$ cat src/rtl/mem_access_unit.sv
// mem_access_unit: load/store initiator with sub-word read-modify-write and load extension for a 64x32 data memory
module mem_access_unit #(
  parameter int DATA_W = 32,
  parameter int WORDS  = 64,
  parameter int ADDR_W = 8
) (
  input  logic                     clk,
  input  logic                     rst,
  input  logic                     req_valid,
  output logic                     req_ready,
  input  logic                     req_we,
  input  logic [1:0]               req_size,
  input  logic                     req_signed,
  input  logic [ADDR_W-1:0]        req_addr,
  input  logic [DATA_W-1:0]        req_wdata,
  output logic                     resp_valid,
  input  logic                     resp_ready,
  output logic [DATA_W-1:0]        resp_rdata,
  output logic                     resp_err,
  output logic                     busy,
  output logic [$clog2(WORDS)-1:0] mem_wr_addr,
  output logic                     mem_wr_en,
  output logic [DATA_W-1:0]        mem_wr_data,
  output logic [$clog2(WORDS)-1:0] mem_rd_addr,
  input  logic [DATA_W-1:0]        mem_rd_data
);
  typedef enum logic [1:0] {IDLE, READ, WRITE, RESP} state_t;
  state_t             r_state, w_next;
  logic               r_we, r_signed, r_err;
  logic [1:0]         r_size;
  logic [ADDR_W-1:0]  r_addr;
  logic [DATA_W-1:0]  r_buf, r_rdata;
  logic               w_bad;
  logic [DATA_W-1:0]  w_sh, w_load, w_mask, w_ins, w_merge;
  assign w_bad = req_size == 2'b11 || (req_size == 2'b01 && req_addr[0]) ||
                 (req_size == 2'b10 && req_addr[1:0] != 2'b00);
  assign w_sh = mem_rd_data >> {r_addr[1:0], 3'b000};
  assign w_load = r_size == 2'b00 ? {{(DATA_W-8){r_signed & w_sh[7]}}, w_sh[7:0]} :
                  r_size == 2'b01 ? {{(DATA_W-16){r_signed & w_sh[15]}}, w_sh[15:0]} : mem_rd_data;
  assign w_mask = r_size == 2'b00 ? DATA_W'(8'hFF) << {r_addr[1:0], 3'b000} :
                                    DATA_W'(16'hFFFF) << {r_addr[1], 4'b0000};
  assign w_ins = r_size == 2'b00 ? {4{r_buf[7:0]}} : {2{r_buf[15:0]}};
  assign w_merge = (mem_rd_data & ~w_mask) | (w_ins & w_mask);
  assign req_ready = r_state == IDLE && !rst;
  assign busy = r_state != IDLE;
  assign resp_valid = r_state == RESP;
  assign resp_rdata = r_rdata;
  assign resp_err = r_err;
  assign mem_rd_addr = r_addr[ADDR_W-1:2];
  assign mem_wr_addr = r_addr[ADDR_W-1:2];
  assign mem_wr_data = r_buf;
  assign mem_wr_en = r_state == WRITE && !rst;
  // state register
  always_ff @(posedge clk)
    r_state <= rst ? IDLE : w_next;
  // next-state selection
  always_comb begin
    w_next = r_state;
    case (r_state)
      IDLE:  if (req_valid) w_next = w_bad ? RESP : (!req_we || req_size != 2'b10) ? READ : WRITE;
      READ:  w_next = r_we ? WRITE : RESP;
      WRITE: w_next = RESP;
      RESP:  if (resp_ready) w_next = IDLE;
      default: w_next = IDLE;
    endcase
  end
  // request latch, merge buffer and response data
  always_ff @(posedge clk) begin
    if (rst) begin
      r_we <= 1'b0;
      r_size <= 2'b00;
      r_signed <= 1'b0;
      r_addr <= '0;
      r_buf <= '0;
      r_rdata <= '0;
      r_err <= 1'b0;
    end else if (r_state == IDLE && req_valid) begin
      r_we <= req_we;
      r_size <= req_size;
      r_signed <= req_signed;
      r_addr <= req_addr;
      r_buf <= req_wdata;
      r_rdata <= '0;
      r_err <= w_bad;
    end else if (r_state == READ) begin
      if (r_we) r_buf <= w_merge;
      else r_rdata <= w_load;
    end
  end
endmodule

$ cat config.mk
export PLATFORM = sky130hd
export DESIGN_NAME = mem_access_unit
export DESIGN_NICKNAME = d
export VERILOG_FILES = /design/src/rtl/mem_access_unit.sv
export SDC_FILE = /design/constraint.sdc
export NUM_CORES = 1
export LEC_CHECK = 0
export CAP_MARGIN = 40
export CORE_ASPECT_RATIO = 2
export CORE_MARGIN = 5
export CORE_UTILIZATION = 47
export CTS_CLUSTER_DIAMETER = 80
export CTS_CLUSTER_SIZE = 16
export DETAILED_ROUTE_END_ITERATION = 8
export PLACE_DENSITY = 0.91
export RECOVER_POWER = 25
export SETUP_SLACK_MARGIN = 0.1
export SYNTH_ARGS = -nofsm -noshare
export SYNTH_HDL_FRONTEND = slang
export SYNTH_SLANG_ARGS = --single-unit
$ cat constraint.sdc
create_clock -name clk -period 3.71 [get_ports clk]
set_clock_uncertainty 0.2 [all_clocks]
set_input_delay 0.742 -clock clk [delete_from_list [all_inputs] [get_ports clk]]
set_output_delay 0.742 -clock clk [all_outputs]
set_load 0.05 [all_outputs]
* Word level (Yosys, flattened, before mapping)
Index checks and enable logic that the tools add are counted.
Word-level totals: output and inout bits 81, flip-flop bits (word level) 79, logic and storage cells 61, bits of input ports 80
Cells by class: shift-type cells 3, reductions and logical operators 20, bitwise operators 7, eq/ne operators 10, multiplexer cells 13
Operator list (count):
- two-way mux 32 bit | 7
- bitwise AND 32 bit | 2
- NOT 32 bit | 1
- OR 32 bit | 1
- << shifter 16 x 5 -> 32 bit (first input constant) | 1
- << shifter 8 x 5 -> 32 bit (first input constant) | 1
- >> shifter 32 x 5 -> 16 bit | 1
- == test 2 bit (second input constant) | 4
- two-way mux 2 bit | 4
- case mux 2 bit (4 select lines) | 1
- nonzero test 2 bit | 4
- == test 2 x 1 -> 1 bit (second input constant) | 3
- AND reduction 2 bit | 3
- logical AND 1 bit | 5
- logical NOT 2 bit | 2
- != test 2 bit (second input constant) | 2
- logical OR 1 bit | 3
- bitwise AND 1 bit | 2
- logical NOT 1 bit | 2
- != test 2 x 1 -> 1 bit (second input constant) | 1
- OR reduction 2 bit | 1
- two-way mux 1 bit | 1
- NOT 1 bit | 1

* Logic depth before layout (Yosys ltp)
Gate-level depths: netlist (run 1).
word-level depth 8, mapped depth 8, depth with buffers taken out 6

* Worst setup path before layout (run 1)
No wires, ideal clock.
path type in2out, from in rst, to out mem_wr_en, path buffers 2, setup slack 932 ps, arrival 1836 ps, required time 2768 ps, cell stages on the path 3, path through clkbuf_1 -> clkbuf_1 -> nor2b_1
On the way: longest elaborated chain between the ends 2
RTL lines:
- from (decl) | RTL line 8 | input logic rst,
- logical NOT 1 bit | RTL line 52 | assign mem_wr_en = r_state == WRITE && !rst;
- logical AND 1 bit | RTL line 52
- to (decl) | RTL line 22 | output logic mem_wr_en,
No other way between the ends.

* Final worst setup path (run 1)
from in req_valid, to reg r_buf[18] (netlist: mem_wr_data[18])
On the way: longest elaborated chain between the ends 3, elaborated cells on any way between the ends 5, those cells by class 1 x mux; 4 x reduce/logical
RTL lines:
- from (decl) | RTL line 9 | input logic req_valid,
- logical AND 1 bit (*) | RTL line 77 | end else if (r_state == IDLE && req_valid) begin
- nonzero test 2 bit (no line)
- AND reduction 2 bit (no line)
- to (signal assigned) | RTL line 82 | r_buf <= req_wdata;
- to (signal assigned) | RTL line 86 | if (r_we) r_buf <= w_merge;
- to (decl) | RTL line 32 | logic [DATA_W-1:0] r_buf, r_rdata;
Every way passes the cells marked *; elsewhere a longest branch is shown, timed or not. A chain may end at the register's enable or synchronous reset.

==> flow_metrics.py, run 1 <==
metrics = {
    "timing": {
        "max_slew_margin_pct": 1.862,
        "fmax_mhz": 328.5,
        "finalHoldViolCount": 0,
        "rsz0062_at_grt": "false",
        "period_share_pct": 82.05,
        "min_period_ns": 3.044,
        "final.setup.tns_ns": 0,
        "slew_violations": 0,
        "worst_slack_ns": 0.6661,
        "tightest_slew_ns": 1.472,
        "setup_viol": 0,
    },
    "place": {
        "place_area_sq_um": 5592,
        "place_congestion": 0.9465,
        "hpwl_um": 11470,
        "io_buffers": 160,
        "dp_slack_ns": 0.9066,
    },
    "clock_network": {
        "clockBufferDepth": 2,
        "cts_buffers": 9,
        "clk-insertion-delay-late_ns": 0.34,
        "post_cts_buffers": 0,
        "cts_tree": "yes",
        "root_buffer": "clkbuf_16",
        "cts.clk_slew.worst_paths_ns": 0.07,
        "cts-resized-gates": 0,
        "ctsHtreeMaxLevel": 3,
        "cts_hold_buffers": 0,
        "cts_sinks": 79,
    },
    "grt": {
        "grt.overflow.total": 0,
        "grt_max_degree": 47,
        "grt_usage_pct": 28.50,
        "antenna_found_initial": 0,
        "grt_pass1_wl_um": 22960,
        "grt_pass1_vias": 4458,
    },
    "cells_and_area": {
        "antenna_cells": 0,
        "nets": 670,
        "num-fill-cells": 654,
        "final_util_pct": 69.03,
        "syn2layout_area_growth_pct": 45.40,
        "drive_gt1_share_pct": 8.136,
        "stdcell_area_sq_um": 5887,
    },
    "floorplanning": {
        "die_area_sq_um": 10680,
        "design.core.area_sq_um": 8528,
        "start_util_pct": 47.48,
        "design.portCount": 161,
        "die_h_um": 141.3,
        "rows": 48,
        "die_w_um": 75.63,
    },
    "setup_path": {
        "ff2ff_setup_slack_ns": 0.80,
        "cp.required_ns": 3.76,
        "crit_fanout": 46,
        "critPathSlowestCell": "clkbuf_2",
        "slowest_delay_ns": 0.64,
        "critical_path_class": "input port to flop",
        "critPathLaunchType": "input port",
        "cp-end-kind": "flop",
        "rr_worst_depth": 7,
        "worstReg2RegEnd": "r_state[0]",
        "timing.rr.start": "r_state[1]",
        "worstPathCellList": "dlygate4sd3_1 > and2_0 > nor2_2 > clkbuf_2 > nand3_1 > o22ai_1",
        "cp.arrival_ns": 3.09,
    },
    "power_and_ir_drop": {
        "p_per_area_nw_per_um2": 818.2,
        "ir_worst_vdd_v": 0.0004983,
        "power.leakage_nw": 2.246,
        "p_total_mw": 4.816,
    },
    "routing": {
        "vias": 4353,
        "vias_per_cell": 6.309,
        "antenna_left": 0,
        "wire_per_inst_um": 21.95,
        "drc": 0,
        "drt_iter0_drc": 378,
        "dr.pass1.iters": 5,
        "wl_um": 15140,
    },
    "yosys": {
        "syn_inst": 455,
        "synth-async-reset-ratio_pct": 0,
        "netlist_top_cells_area": "dfxtp_1 (39%), mux2i_1 (4.9%), o21ai_0 (4.8%), o2bb2ai_1 (4.5%), a21oi_1 (4.2%)",
        "avgSynthCellArea_sq_um": 8.899,
        "synth_area_sq_um": 4049,
        "synthFlopType": "dfxtp_1",
        "synth_cell_type_count": 48,
        "synth_largest_type_area_fraction_pct": 39.06,
        "ys_seq_area_share_pct": 39.06,
        "synth_seq_cells": 79,
        "syn-num-nets": 540,
        "yosys.area.top_type": "dfxtp_1",
        "synth_edf_count": 0,
        "synth_warnings": 0,
    },
    "run": {
        "cap_viol_max_count": 0,
    },
    "outcome": {
        "status": "complete, no violations",
    },
    "hold_path": {
        "min_delay_path_depth": 1,
        "min_path_type": "flop to flop",
        "min_from": "resp_err",
        "min_to": "resp_err",
    },
}
-- power breakdown --
part | internal [mW] | leakage [nW] | total, mW | switching, mW
registers | 1.10 | 0.648 | 1.30 | 0.200
clock network | 0.531 | 0.148 | 0.908 | 0.377
logic | 0.878 | 1.45 | 2.61 | 1.73
total | 2.51 | 2.25 | 4.82 | 2.31
-- worst max path at each step --
stage	from	slack, ns	to
after global routing	req_valid	0.44	mem_wr_data[18]
after floorplan	rst	0.93	mem_wr_en
after CTS	r_state[0]	0.80	busy
after global placement	mem_rd_data[23]	0.97	resp_rdata[22]
final	req_valid	0.67	mem_wr_data[18]
after detailed placement	rst	0.91	mem_wr_data[21]
-- worst max-delay path: cells and delay by family --
family	cells	cell delay, ns
AOI/OAI and AO/OA	1	0.24
buffers and inverters	2	1.22
and+or+nand+nor	3	0.87
-- logic make-up (layout without fill, tap and decap cells) --
group,Yosys count,after routing,share of synthesized area [%]
DFF,79,79,39.06
adders and majority gates,5,5,1.545
and+or+nand+nor,100,100,11.74
muxes,29,29,7.726
buffers and inverters,58,193,7.602
AOI/OAI and AO/OA,184,184,32.32
-- area by class of cell --
| cell class | count | area (sq um) | share of cell area [%] |
|---|---|---|---|
| sequential | 79 | 1582 | 26.87 |
| multi-input combinational | 318 | 2162 | 36.73 |
| timing repair buffer | 170 | 1687 | 28.65 |
| inverter | 7 | 26.28 | 0.4463 |
| clock buffer | 9 | 225.2 | 3.826 |
| clock inverter | 7 | 80.08 | 1.360 |
| tap | 100 | 125.1 | 2.125 |
-- routing by layer --
metal | up-vias | GRT usage (%) | part of all wire (%)
met3 | 82 | 5.816 | 7.5
met2 | 298 | 48.88 | 52
met4 | 0 | 22.12 | 8.2
met5 | - | 0 | 0
met1 | 2018 | 28.32 | 32
li1 | 1955 | - | -
-- cells in the final DEF, fill, tap and decap left out, types with 5 or more instances in the layout --
master | synthesis | layout
clkbuf_16 | 0 | 9
inv_1 | 6 | 6
o2bb2ai_1 | 21 | 21
a22oi_1 | 22 | 22
ha_1 | 5 | 5
dfxtp_1 | 79 | 79
buf_4 | 13 | 7
nand2_1 | 28 | 28
a22o_1 | 12 | 12
mux2_2 | 8 | 8
a21oi_1 | 34 | 34
a2111oi_0 | 15 | 15
clkdlybuf4s50_1 | 0 | 144
mux2i_1 | 20 | 20
o21ai_0 | 39 | 39
o22ai_1 | 11 | 11
nor2b_1 | 6 | 5
a211oi_1 | 8 | 8
dlygate4sd3_1 | 0 | 14
nor2_1 | 44 | 44
-- cell usage after synthesis (4+ instances only) --
cell type  number
buf_2          15
a22o_1         12
o21ai_0        39
dfxtp_1        79
nand2_1        28
ha_1            5
clkbuf_1       20
a2111oi_0      15
a21oi_1        34
buf_4          13
a22oi_1        22
mux2_2          8
a211oi_1        8
nor2_1         44
nor2b_1         6
o2bb2ai_1      21
o22ai_1        11
inv_1           6
or4b_1          4
mux2i_1        20
a2bb2oi_1       4
-- through the flow --
stage	cells	hold WS (ns)
after floorplan	455	0.2703
after global placement	672	0.2518
after detailed placement	674	0.2755
after CTS	690	0.2904
after global routing	690	0.3105
final	690	0.2930
Power figures use the tool's default switching activity.
==> run 2, diff against run 1 <==
- CORE_UTILIZATION: 47 -> 40
- PLACE_DENSITY: 0.91 -> 0.83
- clock period: 3.71 -> 2.75 ns (I/O delays scaled with it)
==> run 2 against run 1 <==
Effect of this change:
- die area up 16%
- sequential share of layout area down 0.71 points
- largest power group unchanged
- total power up 39%
- global-route usage down 3.4 points
- worst setup slack worse by 0.37 ns
- critical path depth down 2
- utilization down 8.7 points
- critical path type is now flop to output port
- via count down 0.71%
- wire length up 2.2%
- combinational power up 36%
==> flow_metrics.py, run 2 (synthesis results as in run 1) <==
metrics = {
    "cells_and_area": {
        "final_common_cell": "clkdlybuf4s50_1",
        "drive_gt1_share_pct": 9.365,
        "mostFrequentLayoutCells": "clkdlybuf4s50_1 (154), dfxtp_1 (79), nor2_1 (44)",
        "final_util_pct": 60.35,
        "nets": 678,
        "ff_latch_area_sq_um": 1582,
        "antenna_cells": 0,
        "num-fill-cells": 889,
        "multi_input_area_sq_um": 2146,
        "stdcell_area_sq_um": 6047,
        "syn2layout_area_growth_pct": 49.35,
    },
    "timing": {
        "tightest_slew_ns": 0.8682,
        "min_period_ns": 2.450,
        "worst_slack_ns": 0.2996,
        "worst_hold_slack_ns": 0.2683,
        "max_slew_margin_pct": 41.91,
        "period_share_pct": 89.11,
        "finalHoldViolCount": 0,
        "rsz0062_at_grt": "false",
        "fmax_mhz": 408.1,
        "final.setup.tns_ns": 0,
        "setup_viol": 0,
        "slew_violations": 0,
    },
    "clock_network": {
        "root_buffer": "clkbuf_16",
        "post_cts_buffers": 0,
        "cts.clk_slew.worst_paths_ns": 0.06,
        "clk-insertion-delay-late_ns": 0.33,
        "cts_sinks": 79,
        "cts_buffers": 9,
        "cts_hold_buffers": 0,
        "cts_tree": "yes",
        "ctsHtreeMaxLevel": 3,
        "cts-resized-gates": 1,
        "clockBufferDepth": 2,
    },
    "power_and_ir_drop": {
        "p_sw_share_pct": 45.67,
        "p_seq_share_pct": 26.3,
        "p_per_area_nw_per_um2": 1107,
        "power_frac_comb_pct": 53.3,
        "ir_worst_vdd_v": 0.0006486,
        "power.leakage_nw": 2.282,
        "clkPwrFrac_pct": 20.5,
        "power.net_switching_mw": 3.056,
        "p_int_mw": 3.636,
    },
    "outcome": {
        "status": "complete, no violations",
    },
    "run": {
        "cap_viol_max_count": 0,
    },
    "place": {
        "io_buffers": 160,
        "dp_slack_ns": 0.2086,
        "place_area_sq_um": 5720,
        "place_congestion": 0.8954,
        "hpwl_um": 12090,
    },
    "routing": {
        "drt_iter0_drc": 331,
        "wl_um": 15480,
        "wl_met1_um": 5176,
        "dr.pass1.iters": 5,
        "vias": 4322,
        "antenna_left": 0,
        "wl_met2_um": 8231,
        "drc": 0,
        "vias_per_cell": 5.896,
        "top_layer": "met4",
        "wl_met3_um": 892,
        "wire_per_inst_um": 21.11,
    },
    "setup_path": {
        "critPathSlowestCell": "dlygate4sd2_1",
        "cp_common_cell": "inv_1",
        "crit_fanout": 4,
        "path_buf_inv": 3,
        "cp.required_ns": 2.00,
        "critPathLaunchType": "flop",
        "cp.arrival_ns": 1.70,
        "worstPathCellList": "inv_1 > ha_1 > inv_1 > dlygate4sd2_1",
        "cp-end-kind": "output port",
        "critical_path_class": "flop to output port",
        "critPathTopFamily": "buffers and inverters",
        "slowest_delay_ns": 0.54,
    },
    "floorplanning": {
        "die_w_um": 81.14,
        "design.core.area_sq_um": 10020,
        "rows": 52,
        "design.portCount": 161,
        "start_util_pct": 40.41,
        "die_h_um": 152.3,
        "die_area_sq_um": 12360,
    },
    "hold_path": {
        "min_path_type": "flop to flop",
    },
    "grt": {
        "grt_usage_pct": 25.14,
        "grt_pass1_vias": 4403,
        "grt_pass1_wl_um": 23610,
        "grt.overflow.total": 0,
        "antenna_found_initial": 0,
        "grt_max_degree": 46,
    },
}
[run 2: changes by cell type in the layout (fill, tap and decap cells not counted), moves of 2 or more]
cell             delta
dlygate4sd3_1      -11
buf_12              +2
clkdlybuf4s50_1    +10
clkbuf_1            -2
buf_4               +8
inv_6               -2
bufinv_16           +2
[run 2: per-layer routing]
| metal | track usage, % | vias up |
|---|---|---|
| met3 | 3.846 | 65 |
| met1 | 25.27 | 2079 |
| li1 | - | 1968 |
| met2 | 44.29 | 210 |
| met5 | 0 | - |
| met4 | 19.18 | 0 |
[run 2: cell type report]
class | instances | share of cell area (%)
Inverter | 7 | 0.4345
Multi-Input combinational cell | 318 | 35.49
Timing Repair Buffer | 178 | 29.40
Sequential cell | 79 | 26.15
Clock inverter | 6 | 1.779
Clock buffer | 10 | 3.952
Tap cell | 135 | 2.793
[run 2: worst register-to-register path: stages, from the launching register on]
cell and delay (ns):
dfxtp_1 0.32, clkbuf_2 0.46, nor3b_1 0.42, nand2b_1 0.50, mux2i_1 0.30, o22ai_1 0.12
[run 2: path summary, 6_finish.rpt]
path | slack (ns) | startpoint | to | depth (start not counted)
worst max register to register | 0.30 | r_size[1] | mem_wr_data[18] | 5
worst min register to register | 0.27 | resp_err | resp_err | 1
worst min-delay path | 0.27 | resp_err | resp_err | 1
worst max-delay path | 0.30 | r_state[0] | busy | 4
[run 2: metrics by stage]
| step | instances | power, mW |
|---|---|---|
| after global routing | 733 | 6.977 |
| after floorplan | 455 | 4.140 |
| after detailed placement | 717 | 5.349 |
| after global placement | 716 | 5.287 |
| after CTS | 733 | 6.733 |
| final | 733 | 6.691 |
[run 2: power by group through the flow]
stage	Combinational, mW	Sequential [mW]	Clock (mW)
2_1_floorplan	1.43	2.71	0
3_3_place_gp	3.53	1.76	0
3_5_place_dp	3.58	1.77	0
4_1_cts	3.59	1.75	1.39
5_1_grt	3.75	1.80	1.43
6_report	3.56	1.76	1.37
